### src/rtl/axis_pkg.sv
// rtl/axis_pkg.sv - shared types and constants for the axis egress slice
//
// Purpose : buffer state encoding and default beat layout used by the
//           egress top (axis_egress) and its skid buffer (axis_skid_buf).
// Ports   : none (package).
package axis_pkg;

  localparam int AXIS_DATA_WIDTH = 64;

  typedef enum logic [1:0] {
    EMPTY = 2'd0,
    ONE   = 2'd1,
    FULL  = 2'd2
  } axis_buf_state_e;

  // Default-width beat; blocks with a different data width declare the
  // same layout locally from their own parameter.
  typedef struct packed {
    logic [AXIS_DATA_WIDTH-1:0] data;
    logic                       last;
  } axis_beat_t;

endpackage

### src/rtl/axis_skid_buf.sv
// rtl/axis_skid_buf.sv - 2-entry skid buffer with registered valid/ready
//
// Purpose : output register (OR) drives the master side, skid register (SR)
//           catches the one beat that can arrive in the cycle the consumer
//           stalls. Both handshake outputs come straight from flops.
// Ports   : clk, rst_n (async, active-low)
//           i_data/i_last/i_valid -> o_ready   upstream beat + handshake
//           o_data/o_last/o_valid <- i_ready   downstream beat + handshake
//           o_state                            current buffer occupancy
module axis_skid_buf
  import axis_pkg::*;
#(
  parameter int DATA_WIDTH = AXIS_DATA_WIDTH
) (
  input  logic                  clk,
  input  logic                  rst_n,
  input  logic [DATA_WIDTH-1:0] i_data,
  input  logic                  i_last,
  input  logic                  i_valid,
  output logic                  o_ready,
  output logic [DATA_WIDTH-1:0] o_data,
  output logic                  o_last,
  output logic                  o_valid,
  input  logic                  i_ready,
  output axis_buf_state_e       o_state
);

  typedef struct packed {
    logic [DATA_WIDTH-1:0] data;
    logic                  last;
  } beat_t;

  axis_buf_state_e r_state;
  axis_buf_state_e w_next_state;
  beat_t           r_or;
  beat_t           r_sr;
  beat_t           w_in;
  logic            r_valid;
  logic            r_ready;
  logic            w_in_fire;
  logic            w_out_fire;
  logic            w_or_from_in;
  logic            w_or_from_sr;
  logic            w_sr_load;

  assign w_in       = {i_data, i_last};
  assign w_in_fire  = i_valid && r_ready;
  assign w_out_fire = r_valid && i_ready;

  always_ff @(posedge clk or negedge rst_n) begin
    if (!rst_n) r_state <= EMPTY;
    else        r_state <= w_next_state;
  end

  always_comb begin
    w_next_state = r_state;
    case (r_state)
      EMPTY: if (w_in_fire) w_next_state = ONE;
      ONE: begin
        if (w_in_fire && !w_out_fire)      w_next_state = FULL;
        else if (!w_in_fire && w_out_fire) w_next_state = EMPTY;
      end
      FULL:    if (w_out_fire) w_next_state = ONE;
      default: w_next_state = EMPTY;
    endcase
  end

  always_comb begin
    w_or_from_in = 1'b0;
    w_or_from_sr = 1'b0;
    w_sr_load    = 1'b0;
    case (r_state)
      EMPTY: w_or_from_in = w_in_fire;
      ONE: begin
        // Pass-through when both sides fire; park in SR when only input fires.
        w_or_from_in = w_in_fire && w_out_fire;
        w_sr_load    = w_in_fire && !w_out_fire;
      end
      FULL:    w_or_from_sr = w_out_fire;
      default: ;
    endcase
  end

  // valid/ready are precomputed from the next state so neither output has a
  // combinational path from the opposite side's handshake.
  always_ff @(posedge clk or negedge rst_n) begin
    if (!rst_n) begin
      r_or    <= '0;
      r_sr    <= '0;
      r_valid <= 1'b0;
      r_ready <= 1'b0;
    end else begin
      r_valid <= (w_next_state != EMPTY);
      r_ready <= (w_next_state != FULL);
      if (w_or_from_in)      r_or <= w_in;
      else if (w_or_from_sr) r_or <= r_sr;
      if (w_sr_load)         r_sr <= w_in;
    end
  end

  assign o_ready = r_ready;
  assign o_valid = r_valid;
  assign o_data  = r_or.data;
  assign o_last  = r_or.last;
  assign o_state = r_state;

endmodule

### src/rtl/axis_egress.sv
// rtl/axis_egress.sv - AXI4-Stream egress with skid buffer and send status
//
// Purpose : forwards the internal stream to m_axis through axis_skid_buf and
//           keeps beat/frame counters plus an in-frame flag.
// Ports   : clk, rst_n (async, active-low)
//           axis_tdata/tvalid/tlast -> axis_tready        internal stream in
//           m_axis_tdata/tvalid/tlast <- m_axis_tready    external master out
//           beat_send, in_frame, frame_count, beat_count, idle   status
// Option  : AXIS_EGRESS_CHECK_EN enables simulation-only protocol checks.
module axis_egress
  import axis_pkg::*;
#(
  parameter int DATA_WIDTH  = AXIS_DATA_WIDTH,
  parameter int COUNT_WIDTH = 32
) (
  input  logic                   clk,
  input  logic                   rst_n,
  input  logic [DATA_WIDTH-1:0]  axis_tdata,
  input  logic                   axis_tvalid,
  output logic                   axis_tready,
  input  logic                   axis_tlast,
  output logic [DATA_WIDTH-1:0]  m_axis_tdata,
  output logic                   m_axis_tvalid,
  input  logic                   m_axis_tready,
  output logic                   m_axis_tlast,
  output logic                   beat_send,
  output logic                   in_frame,
  output logic [COUNT_WIDTH-1:0] frame_count,
  output logic [COUNT_WIDTH-1:0] beat_count,
  output logic                   idle
);

  axis_buf_state_e        w_state;
  logic                   w_out_fire;
  logic                   r_in_frame;
  logic [COUNT_WIDTH-1:0] r_frame_count;
  logic [COUNT_WIDTH-1:0] r_beat_count;

  axis_skid_buf #(.DATA_WIDTH(DATA_WIDTH)) u_skid (
    .clk     (clk),
    .rst_n   (rst_n),
    .i_data  (axis_tdata),
    .i_last  (axis_tlast),
    .i_valid (axis_tvalid),
    .o_ready (axis_tready),
    .o_data  (m_axis_tdata),
    .o_last  (m_axis_tlast),
    .o_valid (m_axis_tvalid),
    .i_ready (m_axis_tready),
    .o_state (w_state)
  );

  assign w_out_fire = m_axis_tvalid && m_axis_tready;

  // Counters wrap naturally; in_frame tracks whether the last sent beat left
  // a frame open.
  always_ff @(posedge clk or negedge rst_n) begin
    if (!rst_n) begin
      r_beat_count  <= '0;
      r_frame_count <= '0;
      r_in_frame    <= 1'b0;
    end else if (w_out_fire) begin
      r_beat_count <= r_beat_count + COUNT_WIDTH'(1);
      if (m_axis_tlast) begin
        r_frame_count <= r_frame_count + COUNT_WIDTH'(1);
        r_in_frame    <= 1'b0;
      end else begin
        r_in_frame    <= 1'b1;
      end
    end
  end

  assign beat_send   = w_out_fire;
  assign in_frame    = r_in_frame;
  assign frame_count = r_frame_count;
  assign beat_count  = r_beat_count;
  assign idle        = (w_state == EMPTY);

`ifdef AXIS_EGRESS_CHECK_EN
`ifndef SYNTHESIS
  logic w_in_fire;
  assign w_in_fire = axis_tvalid && axis_tready;

  a_valid_hold: assert property (@(posedge clk) disable iff (!rst_n)
    (m_axis_tvalid && !m_axis_tready) |=> m_axis_tvalid)
    else $fatal(1, "m_axis_tvalid dropped without handshake");

  a_data_hold: assert property (@(posedge clk) disable iff (!rst_n)
    (m_axis_tvalid && !m_axis_tready) |=> ($stable(m_axis_tdata) && $stable(m_axis_tlast)))
    else $fatal(1, "m_axis_tdata/tlast changed while stalled");

  a_no_full_in: assert property (@(posedge clk) disable iff (!rst_n)
    (w_state == FULL) |-> !w_in_fire)
    else $fatal(1, "beat accepted while buffer full");

  a_cnt_hold: assert property (@(posedge clk) disable iff (!rst_n)
    !w_out_fire |=> ($stable(r_beat_count) && $stable(r_frame_count)))
    else $fatal(1, "counter changed without a sent beat");
`endif
`else
  // Protocol checks not compiled in this build.
`endif

endmodule

### config.mk
export PLATFORM = sky130hd
export DESIGN_NAME = axis_egress
export DESIGN_NICKNAME = d
export VERILOG_FILES = /design/src/rtl/axis_pkg.sv /design/src/rtl/axis_skid_buf.sv /design/src/rtl/axis_egress.sv
export SDC_FILE = /design/constraint.sdc
export NUM_CORES = 1
export LEC_CHECK = 0
export BUFFER_PORTS_ARGS = -buffer_cell sky130_fd_sc_hd__buf_2
export CORE_MARGIN = 2
export CORE_UTILIZATION = 50
export DETAILED_ROUTE_END_ITERATION = 6
export GPL_ROUTABILITY_DRIVEN = 0
export PLACE_DENSITY = 0.77
export SETUP_SLACK_MARGIN = 0.1
export SKIP_LAST_GASP = 1
export SLEW_MARGIN = 40
export SYNTH_ARGS = -nofsm -noshare
export SYNTH_HDL_FRONTEND = slang
export SYNTH_SLANG_ARGS = --single-unit
export TNS_END_PERCENT = 5
### constraint.sdc
create_clock -name clk -period 2.5 [get_ports clk]
set_input_delay 0 -clock clk [delete_from_list [all_inputs] [get_ports clk]]
set_output_delay 0 -clock clk [all_outputs]
set_load 0.05 [all_outputs]
# Word-level counts from Yosys, hierarchy flattened
# Cells that the tools add are included.
dict set report word_totals {
  register_bits 199
  output_inout_bits 134
  wordCells 37
}
dict set report op_classes {
  add_sub_neg 2
  n_eq_ne 3
  mux 11
  n_reduce_logical 11
}
# cell n
set ops {}
lappend ops {{65-bit 2-to-1 mux} 2}
lappend ops {{32-bit by 1-bit adder with 32-bit output, second input constant} 2}
lappend ops {{2-bit 2-to-1 mux} 4}
lappend ops {{2-bit one-hot mux with 3 select lines} 1}
lappend ops {{1-bit logical AND} 5}
lappend ops {{2-bit nonzero test} 2}
lappend ops {{1-bit 2-to-1 mux} 3}
lappend ops {{2-bit by 1-bit equality test with 1-bit output, second input constant} 1}
lappend ops {{2-bit equality test, second input constant} 1}
lappend ops {{1-bit logical NOT} 2}
lappend ops {{2-bit logical NOT} 1}
lappend ops {{2-bit inequality test, second input constant} 1}
lappend ops {{1-bit one-hot mux with 2 select lines} 1}
lappend ops {{2-bit AND reduction} 1}

# Longest topological paths before layout
dict set report logic_depth {
  ltp_word 7
  mapped_depth 7
  ltp_nobuf 5
}

# Hierarchy
# Synthesis repeated with hierarchy kept, for this count alone.
dict set report unflattened {
  cells_unflattened 636
  area_unflattened_um2 8410.6
}
# module instances cells_each area_per_inst_um2
set modules_own_cells {}
lappend modules_own_cells {axis_skid_buf 1 376 5452.7}
lappend modules_own_cells {axis_egress 1 260 2957.8}

# Worst setup path before layout
# OpenSTA, ideal clock, no wires.
dict set report synth_path {
  path_type {register to register}
  start {register u_skid.r_valid, in the netlist u_skid.o_valid}
  end {register u_skid.r_or, in the netlist u_skid.o_data[61]}
  setup_ns 0.126
  t_arrival_ns 2.150
  t_required_ns 2.374
  slack_ns 0.224
  stages_incl_launch_ff 8
  n_path_buf 2
  cell_sequence {dfrtp_1 > nand2_2 > inv_2 > a21oi_1 > a2bb2oi_1 > buf_4 > buf_6 > a221o_1}
}
dict set report synth_between {
  elab_chain_len 4
}
# element line
set synth_rtl {}
lappend synth_rtl {{start: declaration} axis_skid_buf.sv:38} ;# logic r_valid;
lappend synth_rtl {{start signal: assignment} axis_skid_buf.sv:93} ;# r_valid <= (w_next_state != EMPTY);
lappend synth_rtl {{1-bit logical AND *} n/a}
lappend synth_rtl {{via beat_send} axis_egress.sv:26} ;# output logic beat_send,
lappend synth_rtl {{1-bit logical AND} axis_skid_buf.sv:76} ;# w_or_from_in = w_in_fire && w_out_fire;
lappend synth_rtl {{1-bit one-hot mux with 2 select lines} axis_skid_buf.sv:72} ;# case (r_state)
lappend synth_rtl {{65-bit 2-to-1 mux or 2-bit nonzero test (tied branches)} n/a}
lappend synth_rtl {{end signal: assignment} axis_skid_buf.sv:95} ;# if (w_or_from_in) r_or <= w_in;
lappend synth_rtl {{end signal: assignment} axis_skid_buf.sv:96} ;# else if (w_or_from_sr) r_or <= r_sr;
lappend synth_rtl {{end: declaration} axis_skid_buf.sv:35} ;# beat_t r_or;
# The timed path passes the listed nets; every way through them passes the cells marked *.
# A chain may end at the register's enable or synchronous reset.

# Final worst setup path
dict set report layout_path {
  start {register u_skid.r_state[1], in the netlist u_skid.o_state[1]}
  end {register u_skid.r_or, in the netlist u_skid.o_data[60]}
}
dict set report layout_between {
  elab_chain_len 3
}
# element line
set layout_rtl {}
lappend layout_rtl {{start: declaration} axis_skid_buf.sv:33} ;# axis_buf_state_e r_state;
lappend layout_rtl {{start signal: assignment} axis_skid_buf.sv:52} ;# else r_state <= w_next_state;
lappend layout_rtl {{2-bit by 1-bit equality test with 1-bit output (tied with other cells)} axis_skid_buf.sv:72}
lappend layout_rtl {{1-bit one-hot mux with 2 select lines or 1-bit 2-to-1 mux (tied branches)} axis_skid_buf.sv:72}
lappend layout_rtl {{65-bit 2-to-1 mux or 2-bit nonzero test (tied branches)} n/a}
# Several ways; a longest one is shown, not always the timed one.

==> impl_metrics.json <==
{
  "min_period_ps": 2195,
  "clk_path_buf_depth": 2,
  "synthArstFlopShare_pct": 100.0,
  "num-fill-cells": 1274,
  "synth_area_mm2": 0.008753,
  "htree_levels": 4,
  "cts.sinks": 199,
  "stdcell_area_mm2": 0.01136,
  "final_common_cell": "buf_2",
  "use_met1_pct": 27.01,
  "final_layout_size_suffix_gt1_share_pct": 49.24,
  "worstPathRequired_ps": 2800,
  "grt_pass1_vias": 6280,
  "syn_to_final_growth_pct": 29.80,
  "worstSetupPathType": "register to register",
  "post-place-cells": 1048,
  "grt_util_met2_pct": 37.41,
  "seq_area_mm2": 0.004980,
  "fin_crit_sh_pct": 87.81,
  "path_cells": "and3b_1, a21oi_1, a2bb2oi_4, buf_12, mux2_1",
  "die_w_um": 136.3,
  "multi_input_area_mm2": 0.003656,
  "slowest_delay_ps": 440,
  "via_per_inst": 5.316,
  "grt_usage_pct": 21.83,
  "ioPinCount": 203,
  "synth_seq_area_share_pct": 56.89,
  "cts_made_buffers": 17,
  "path_clk_slew_ps": 80,
  "finalHoldViolCount": 0,
  "tns_ps": 0,
  "dpl_cell_area_mm2": 0.01013,
  "insertion_delay_ps": 430,
  "finalWirelength_mm": 19.78,
  "critPathBufInv": 1,
  "drc_errors": 0,
  "tritoncts": "built",
  "rsz0062_at_grt": "false",
  "crit_arrival_ps": 2500,
  "synth_edf_count": 0,
  "routed-via-count": 6087,
  "netlist_instances": 629,
  "grt.overflow.total": 0,
  "min_path_type": "primary input to register",
  "ys.flop_type": "dfrtp_1",
  "antenna_found_initial": 0,
  "clock-root-buffer": "clkbuf_16",
  "drt_iter0_drc": 241,
  "cp-end-kind": "register",
  "p_leak_nw": 5.339,
  "cp-start-kind": "register",
  "ir_worst_vdd_mv": 1.098,
  "drv_slew": 0,
  "fin_nets": 979,
  "die-area_mm2": 0.01858,
  "power_w": 0.01461,
  "die_h_um": 136.3,
  "status": "finished clean",
  "start_util_pct": 50.96,
  "power_density_mw_per_mm2": 1286,
  "setup_viol": 0,
  "post_drt_wl_per_cell_um": 17.28,
  "grt_max_degree": 82,
  "rows": 48,
  "worst_pin_slew_ps": 752.2,
  "slew_headroom_pct": 49.67,
  "dp_hpwl_mm": 12.87,
  "crit_fanout": 32,
  "ys_ff_latch": 199,
  "top_usage_layer": "met2",
  "ys_types": 46,
  "grt_pass1_wl_mm": 31.75,
  "drt.antenna.violating_nets": 0,
  "final_cell_mix": "buf_2, dfrtp_1, mux2_2",
  "slowest_stage": "dfrtp_1",
  "grtUsageMet3_pct": 5.667,
  "final_cell_count_no_fill": 1145,
  "core-area_mm2": 0.01718,
  "max_freq_ghz": 0.4555,
  "drt_pass1_iterations": 4,
  "synth_nets": 700,
  "port_buffers": 202,
  "diodes": 0,
  "synth_warnings": 0,
  "avgSynthCellArea_um2": 13.92,
  "fin_skew_ps": 12.86,
  "utilization_pct": 66.15,
  "path_delay_family": "compound AO/OA/AOI/OAI gates",
  "max_cap_violations": 0
}
-- power breakdown --
part,leakage (nW),internal (W),switching [W],total (W)
Combinational,2.59,0.00273,0.00403,0.00676
Clock,0.278,0.00144,0.00124,0.00269
Sequential,2.47,0.00444,0.000726,0.00517
-- cell families (layout without fill, tap and decap cells) --
| family | Yosys count | after routing | synth area share [%] |
|---|---|---|---|
| simple gates | 137 | 137 | 9.263 |
| mux | 192 | 192 | 24.70 |
| fa+ha+maj | 2 | 2 | 0.2858 |
| compound gates | 10 | 10 | 0.8434 |
| buf+inv | 27 | 318 | 1.815 |
| flops | 199 | 199 | 56.89 |
| xor+xnor | 62 | 62 | 6.204 |
-- per-stage QoR --
stage          worst slack, ps  hold WS (ps)
6_report                 304.8         45.69
5_1_grt                  181.7         51.46
4_1_cts                  317.0         17.90
3_5_place_dp             326.3         82.29
3_3_place_gp             396.5         79.44
2_1_floorplan            224.0        -295.6
-- flip-flops by register name, summed over array words and instances (netlist names) --
name and count:
beat_count 32, frame_count 32, in_frame 1, u_skid.o_data 64
u_skid.o_last 1, u_skid.o_ready 1, u_skid.o_state 2, u_skid.o_valid 1
u_skid.r_sr 65
-- layout make-up --
cell class                 count  share of cell area (%)
clock inverter                11                   1.035
tap                          225                   2.478
sequential                   199                   43.83
multi-input combinational    403                   32.18
timing repair buffer         283                   16.33
inverter                       4                  0.1321
clock buffer                  20                   4.019
-- final timing paths --
check / startpoint / to / slack, ps / cells past startpoint
worst min-delay path: m_axis_tready / frame_count[2]$_DFFE_PN0P_ / 50 / 3
max in group asynchronous: rst_n / frame_count[23]$_DFFE_PN0P_ / 1530 / 3
worst max register to register: u_skid.o_state[1]$_DFF_PN0_ / u_skid.o_data[60]$_DFFE_PN0P_ / 300 / 5
worst max-delay path: u_skid.o_state[1]$_DFF_PN0_ / u_skid.o_data[60]$_DFFE_PN0P_ / 300 / 5
worst min register to register: frame_count[31]$_DFFE_PN0P_ / frame_count[31]$_DFFE_PN0P_ / 460 / 1
min in group asynchronous: rst_n / u_skid.r_sr[58]$_DFFE_PN0P_ / 150 / 2
-- tightest hold or removal path: stages --
cell and delay [ps]:
buf_2 140, nand4_1 200, xnor2_1 90
-- per-layer routing --
metal  part of all wire, %  wire, µm  vias to the layer above
li1                      -         -                     2819
met1                    41      8193                     3084
met2                    51     10120                      155
met3                   5.5      1096                       29
met4                   1.9       370                        0
met5                     0         0                        -
-- cell usage after synthesis, types with 3 or more instances --
library cell / n / area, µm²
nand2_1: 28 / 105.1
inv_1: 3 / 11.26
xor2_1: 18 / 157.7
clkbuf_1: 3 / 11.26
nor2_1: 13 / 48.80
mux2_1: 7 / 78.83
and3_1: 7 / 43.79
dfrtp_1: 199 / 4980
nor4_2: 4 / 50.05
buf_6: 5 / 56.30
and4bb_2: 3 / 37.54
nand4_1: 26 / 162.7
buf_2: 13 / 65.06
nor3_1: 7 / 35.03
mux2_2: 185 / 2083
nand3_1: 24 / 120.1
nor4_1: 6 / 37.54
xnor2_1: 44 / 385.4
-- timing repair --
| action | CTS | global route |
|---|---|---|
| setup buffers | 0 | 0 |
| hold buffers | 66 | 0 |
| gates resized for setup | 0 | 0 |
| hold endpoints to repair | 207 | 0 |
| endpoints found under the setup margin | 0 | 0 |
Power figures use the tool's default switching activity.
